$ cat config.mk
export PLATFORM = sky130hd
export DESIGN_NAME = bus_timer
export DESIGN_NICKNAME = d
export VERILOG_FILES = /design/src/rtl/bus_timer.sv
export SDC_FILE = /design/constraint.sdc
export NUM_CORES = 1
export LEC_CHECK = 0
export ABC_AREA = 1
export CAP_MARGIN = 25
export CORE_ASPECT_RATIO = 2
export CORE_MARGIN = 4
export CORE_UTILIZATION = 40
export CTS_BUF_LIST = sky130_fd_sc_hd__clkbuf_8
export DETAILED_ROUTE_END_ITERATION = 7
export SYNTH_ARGS = -nofsm -noshare
export SYNTH_HDL_FRONTEND = slang
export SYNTH_SLANG_ARGS = --single-unit
$ cat constraint.sdc
create_clock -name clk_i -period 1.9 [get_ports clk_i]
set_input_delay 0.38 -clock clk_i [delete_from_list [all_inputs] [get_ports clk_i]]
set_output_delay 0.38 -clock clk_i [all_outputs]
set_load 0.05 [all_outputs]
$ cat src/rtl/bus_timer.sv
// Memory-mapped machine timer: 64-bit mtime with a 16-bit prescaler, a 64-bit
// mtimecmp, an MTIMEH read shadow and a registered level interrupt.
module bus_timer #(
  parameter int unsigned DataWidth    = 32,
  parameter int unsigned AddressWidth = 32
) (
  input  logic                    clk_i,
  input  logic                    rst_i,
  input  logic                    device_req_i,
  input  logic [AddressWidth-1:0] device_addr_i,
  input  logic                    device_we_i,
  input  logic [3:0]              device_be_i,
  input  logic [DataWidth-1:0]    device_wdata_i,
  output logic                    device_rvalid_o,
  output logic [DataWidth-1:0]    device_rdata_o,
  output logic                    device_err_o,
  output logic                    timer_irq_o
);

  typedef enum logic [2:0] {
    RegMtimeL    = 3'd0,
    RegMtimeH    = 3'd1,
    RegMtimeCmpL = 3'd2,
    RegMtimeCmpH = 3'd3,
    RegPrescale  = 3'd4,
    RegStatus    = 3'd5,
    RegRsvd0     = 3'd6,
    RegRsvd1     = 3'd7
  } reg_off_e;

  reg_off_e    reg_off;
  logic        rd_req;
  logic        wr_req;
  logic        err_acc;
  logic [31:0] wmask;
  logic [31:0] rdata_mux;

  logic        wr_mtime_lo;
  logic        wr_mtime_hi;
  logic        wr_cmp_lo;
  logic        wr_cmp_hi;
  logic        wr_prescale;

  logic [63:0] mtime_q;
  logic [63:0] mtime_d;
  logic [63:0] mtimecmp_q;
  logic [15:0] prescale_q;
  logic [15:0] presc_cnt_q;
  logic [31:0] shadow_q;
  logic        tick;

  logic        unused_addr;

  function automatic logic [31:0] merge(input logic [31:0] old_val,
                                        input logic [31:0] new_val,
                                        input logic [31:0] mask);
    return (old_val & ~mask) | (new_val & mask);
  endfunction

  assign unused_addr = ^{device_addr_i[AddressWidth-1:5], device_addr_i[1:0]};

  assign reg_off = reg_off_e'(device_addr_i[4:2]);
  assign rd_req  = device_req_i & ~device_we_i;
  assign wr_req  = device_req_i & device_we_i;
  assign err_acc = (reg_off == RegRsvd0) || (reg_off == RegRsvd1);
  assign wmask   = {{8{device_be_i[3]}}, {8{device_be_i[2]}},
                    {8{device_be_i[1]}}, {8{device_be_i[0]}}};

  assign wr_mtime_lo = wr_req && (reg_off == RegMtimeL);
  assign wr_mtime_hi = wr_req && (reg_off == RegMtimeH);
  assign wr_cmp_lo   = wr_req && (reg_off == RegMtimeCmpL);
  assign wr_cmp_hi   = wr_req && (reg_off == RegMtimeCmpH);
  assign wr_prescale = wr_req && (reg_off == RegPrescale);

  assign tick = (presc_cnt_q == prescale_q);

  always_comb begin
    rdata_mux = '0;
    case (reg_off)
      RegMtimeL:    rdata_mux = mtime_q[31:0];
      RegMtimeH:    rdata_mux = shadow_q;
      RegMtimeCmpL: rdata_mux = mtimecmp_q[31:0];
      RegMtimeCmpH: rdata_mux = mtimecmp_q[63:32];
      RegPrescale:  rdata_mux = {16'h0000, prescale_q};
      RegStatus:    rdata_mux = {31'd0, timer_irq_o};
      default:      rdata_mux = '0;
    endcase
  end

  // Any software write to either mtime half freezes the whole counter that cycle.
  always_comb begin
    mtime_d = mtime_q;
    if (wr_mtime_lo) begin
      mtime_d[31:0] = merge(mtime_q[31:0], device_wdata_i, wmask);
    end else if (wr_mtime_hi) begin
      mtime_d[63:32] = merge(mtime_q[63:32], device_wdata_i, wmask);
    end else if (tick) begin
      mtime_d = mtime_q + 64'd1;
    end
  end

  always_ff @(posedge clk_i) begin
    if (rst_i) begin
      mtime_q     <= '0;
      mtimecmp_q  <= '1;
      prescale_q  <= '0;
      presc_cnt_q <= '0;
      timer_irq_o <= 1'b0;
    end else begin
      mtime_q     <= mtime_d;
      timer_irq_o <= (mtime_q >= mtimecmp_q);

      if (wr_prescale || tick) begin
        presc_cnt_q <= '0;
      end else begin
        presc_cnt_q <= presc_cnt_q + 16'd1;
      end

      if (wr_prescale) begin
        prescale_q[7:0]  <= device_be_i[0] ? device_wdata_i[7:0]  : prescale_q[7:0];
        prescale_q[15:8] <= device_be_i[1] ? device_wdata_i[15:8] : prescale_q[15:8];
      end
      if (wr_cmp_lo) begin
        mtimecmp_q[31:0] <= merge(mtimecmp_q[31:0], device_wdata_i, wmask);
      end
      if (wr_cmp_hi) begin
        mtimecmp_q[63:32] <= merge(mtimecmp_q[63:32], device_wdata_i, wmask);
      end
    end
  end

  always_ff @(posedge clk_i) begin
    if (rst_i) begin
      device_rvalid_o <= 1'b0;
      device_err_o    <= 1'b0;
      device_rdata_o  <= '0;
      shadow_q        <= '0;
    end else begin
      device_rvalid_o <= device_req_i;
      device_err_o    <= device_req_i && err_acc;
      if (device_req_i && err_acc) begin
        device_rdata_o <= '0;
      end else if (rd_req) begin
        device_rdata_o <= rdata_mux;
      end
      // Snapshot the upper half so a following MTIMEH read pairs with this MTIMEL.
      if (rd_req && (reg_off == RegMtimeL)) begin
        shadow_q <= mtime_q[63:32];
      end
    end
  end

endmodule

# ---- Word level (Yosys, flattened, before mapping)
# Index checks and enable logic that the tools add are counted.
dict set report totals {
  regBits 227
  out_inout_bits 35
}
dict set report classes {
  muxes 5
  eq_ne 9
  n_reduce_logical 18
  addsub 2
  bitwise_logic 14
  magnitude_cmp 1
}
# cell n
set op_table {}
lappend op_table {{$pmux 32 s6} 1}
lappend op_table {{$and 32x32->32} 5}
lappend op_table {{$or 32x32->32} 4}
lappend op_table {{$mux 32} 3}
lappend op_table {{$add 64x1->64 const B} 1}
lappend op_table {{$ge 64x64->1} 1}
lappend op_table {{$mux 64} 1}
lappend op_table {{$not 32->32} 1}
lappend op_table {{$add 16x1->16 const B} 1}
lappend op_table {{$eq 16x16->1} 1}
lappend op_table {{$eq 3x3->1 const B} 4}
lappend op_table {{$reduce_and 2->1} 4}
lappend op_table {{$logic_and 1x1->1} 7}
lappend op_table {{$eq 3x2->1 const B} 2}
lappend op_table {{$reduce_bool 2->1} 2}
lappend op_table {{$reduce_or 2->1} 2}
lappend op_table {{$eq 3x1->1 const B} 1}
lappend op_table {{$logic_not 3->1} 1}
lappend op_table {{$and 1x1->1} 2}
lappend op_table {{$logic_or 1x1->1} 2}
lappend op_table {{$ne 2x2->1 const B} 1}
lappend op_table {{$not 1->1} 2}

# ---- Longest topological paths before layout
dict set report logic_depth {
  depth_word 4
  ltp_mapped 14
  depth_no_buf 14
}

# ---- Worst setup path before layout
# Ideal clock, no wire load.
dict set report synth_timing {
  kind {reg-to-reg}
  startpoint {register with a tool-made name}
  endpoint {register with a tool-made name}
  path_buffers 0
  stages_incl_launch_ff 13
  arrival_time_ns 1.686
  required_time_ns 1.789
  setup_slack_ns 0.103
  cell_sequence {dfxtp_1 > ha_1 > nand2_1 > nor2_2 > inv_1 > nor2_1 > nand2_1 > inv_1 > nor2_1 > o21ai_0 > nand2_1 > nor2_1 > nor2_1}
}

==> flow_summary_export.csv <==
group,metric,value,unit
clock_tree,root_buffer,"clkbuf_8",
synth,yosysMostFrequentCell,"nand2_1",
critical_path,cp_max_fo,2,
synth,synth-edff-count,0,
final_layout,area_growth,42.99,%
synth,yosysTopAreaCell,"dfxtp_1",
drt,route.vias.total,16340,
clock_tree,clk_path_buf_depth,3,
global_routing,grt_pass1_wl,94340,um
hold_path,hold_start,"rst_i",
final_layout,nets,2652,
drt,viasPerCell,5.483,
critical_path,path_cells,"inv_1 > ha_1 > nand4_1 > nor2_1 > buf_4 > nand3_4 > nor3_4 > nand2_1 > inv_1 > nand2_2 > a21oi_2 > buf_4",
die,die_h,269.0,um
status,violations,"setup timing",
critical_path,cp.buffers_inverters,4,
clock_tree,cts_buffers,38,
synth,synth.distinct_cells,40,
synth,ys.flop_type,"dfxtp_1",
timing,finalSetupViolations,1,
timing,worst_pin_slew,0.7367,ns
timing,max_freq,491.2,MHz
timing,clock_skew,0.03470,ns
clock_tree,clk_latency,0.60,ns
power_and_ir_drop,p_leak,8.988,nW
global_routing,grt_overflow,0,
synth,synth_nets,2233,
critical_path,rrSetupSlack,-0.14,ns
clock_tree,holdBufCountCts,0,
timing,rsz0062_at_grt,"yes",
global_routing,grt_max_degree,54,
timing,max_slew_margin,0.5089,
placement,hpwlAfterDp,51100,um
placement,port_buffers,77,
die,rows,95,
timing,period_share,1.072,
drt,drc,0,
timing,drv_slew,0,
critical_path,crit_family,"simple AND/OR/NAND/NOR gates",
power_and_ir_drop,p_total,13.02,mW
die,core-area,0.03364,mm2
critical_path,crit_type,"flop to flop",
critical_path,crit-reg2reg-capture,"timer_irq_o",
critical_path,crit_path_top_delay_cell,"dfxtp_1",
clock_tree,htree_levels,2,
die,ios,107,
synth,avgSynthCellArea,6.505,um2
timing,fin_crit,2.036,ns
synth,ys_seq_area_frac,0.3335,
die,die_area,0.03727,mm2
final_layout,fin_util,0.5793,
drt,dr.first_iter.drc_count,1190,
drt,routed_wl,63860,um
power_and_ir_drop,p_per_area,667.9,mW/mm2
critical_path,cpPeakStageDelay,0.31,ns
critical_path,reg2reg_depth,12,
status,status,"finished with violations",
synth,synthTopCellsByCount,"nand2_1, nor2_1, inv_1",
final_layout,drive_gt1_frac,0.2859,
synth,yosysWarnings,0,
die,initial_core_util,0.4051,
timing,hold_viol_final,0,
global_routing,gr-usage-all-layers,0.3321,
critical_path,crit_arrival,2.56,ns
die,die_x,138.5,um
clock_tree,cts_tree,"built",
global_routing,grt_pass1_vias,16330,
drt,wire_per_inst,21.43,um
synth,syn_area,0.01363,mm2
drt,dr.pass1.iters,6,
synth,synth-seq-cells,227,
synth,synth-async-reset-ratio,0,
global_routing,antenna_found_initial,2,
clock_tree,clk_pin_slew_worst_paths,0.07,ns
synth,synth_top_cell_area_share,0.3335,
critical_path,crit_required,2.43,ns
hold_path,hold_depth,4,
synth,syn_inst,2095,
drt,drtAntennaViolNets,0,
critical_path,start_kind,"flop",
synth,synthTopCellsByArea,"dfxtp_1, nand2_1, nor2_1, a21oi_1, inv_1",
timing,fin_ws,-0.1360,ns
hold_path,worstHoldPathType,"primary input to flop",
job,drv_cap,0,
critical_path,endpoint_kind,"flop",
placement,finalWeightedCongestion,1.033,
clock_tree,clock-sinks,227,
power_and_ir_drop,peakVddDrop,698.2,uV
worst min-delay path: cells and delay by family:
kind | cells | cell delay (ns)
buf+inv | 2 | 0.39
simple gates | 2 | 0.18
power breakdown:
part	switching [mW]	internal (mW)	leakage (nW)
logic	1.73	1.21	6.66
registers	0.209	4.97	1.87
clock network	2.21	2.68	0.464
cell families after synthesis:
| logic type | count (synthesis) | synth area share |
|---|---|---|
| compound gates | 443 | 0.1900 |
| flops | 227 | 0.3335 |
| simple gates | 1025 | 0.3156 |
| xor+xnor | 9 | 0.005784 |
| buf+inv | 325 | 0.09456 |
| fa+ha+maj | 66 | 0.06059 |
metrics by stage:
stage	instances	setup WS, ns	hold slack [ns]	TNS, ns	area, um2
floorplan	2095	0.1027	0.4409	0	13630
global placement	2899	-0.7311	0.4554	-51.06	17730
detailed placement	2899	-0.7240	0.4582	-53.50	17730
CTS	2971	-0.1305	0.3919	-0.1305	18780
global route	2980	-0.2035	0.4105	-0.4871	19490
finish	2980	-0.1360	0.4003	-0.1360	19490
final cells by class:
cell class	instances	area (um2)
Fill cell	3325	14150
Clock inverter	25	224.0
Multi-Input combinational cell	1543	8533
Inverter	242	912.1
Timing Repair Buffer	462	4034
Antenna cell	1	2.502
Tap cell	436	545.5
Clock buffer	44	605.6
Sequential cell	227	4629
per-layer routing:
metal | GRT usage | part of all wire | vias to the layer above
li1 | - | - | 7835
met1 | 0.3003 | 0.32 | 7561
met2 | 0.6046 | 0.50 | 628
met3 | 0.04703 | 0.047 | 316
met4 | 0.3569 | 0.13 | 0
met5 | 0 | 0 | -
layout by cell type (no fill, tap or decap), types with 9 or more instances in the layout:
cell and instances:
a21oi_1 173, buf_12 33, buf_4 369, buf_6 12
clkbuf_8 44, clkdlybuf4s50_1 41, clkinv_2 9, dfxtp_1 175
dfxtp_2 44, ha_1 62, inv_1 231, inv_2 18
nand2_1 517, nand2_2 44, nand2_4 10, nand3_1 120
nand3_2 13, nand4_1 36, nor2_1 170, nor2_2 52
nor2_4 28, o21ai_0 134, o221ai_1 71, o22ai_1 30
worst max-delay path by stage:
stage	start	endpoint	slack [ns]	cells after the start
2_1_floorplan	flop	flop	0.10	12
4_1_cts	flop	timer_irq_o	-0.13	13
3_5_place_dp	device_addr_i[3]	device_rdata_o[0]	-0.72	9
6_report	flop	timer_irq_o	-0.14	12
3_3_place_gp	device_addr_i[3]	device_rdata_o[0]	-0.73	9
5_1_grt	flop	timer_irq_o	-0.20	13
repair_timing:
action | in CTS | in global routing
pin swaps | 6 | 42
buffers inserted | 3 | 9
resized for setup | 80 | 210
endpoints found under the setup margin | 53 | 70
gates cloned | 0 | 0
No activity file was read; power rests on OpenSTA's default activity.
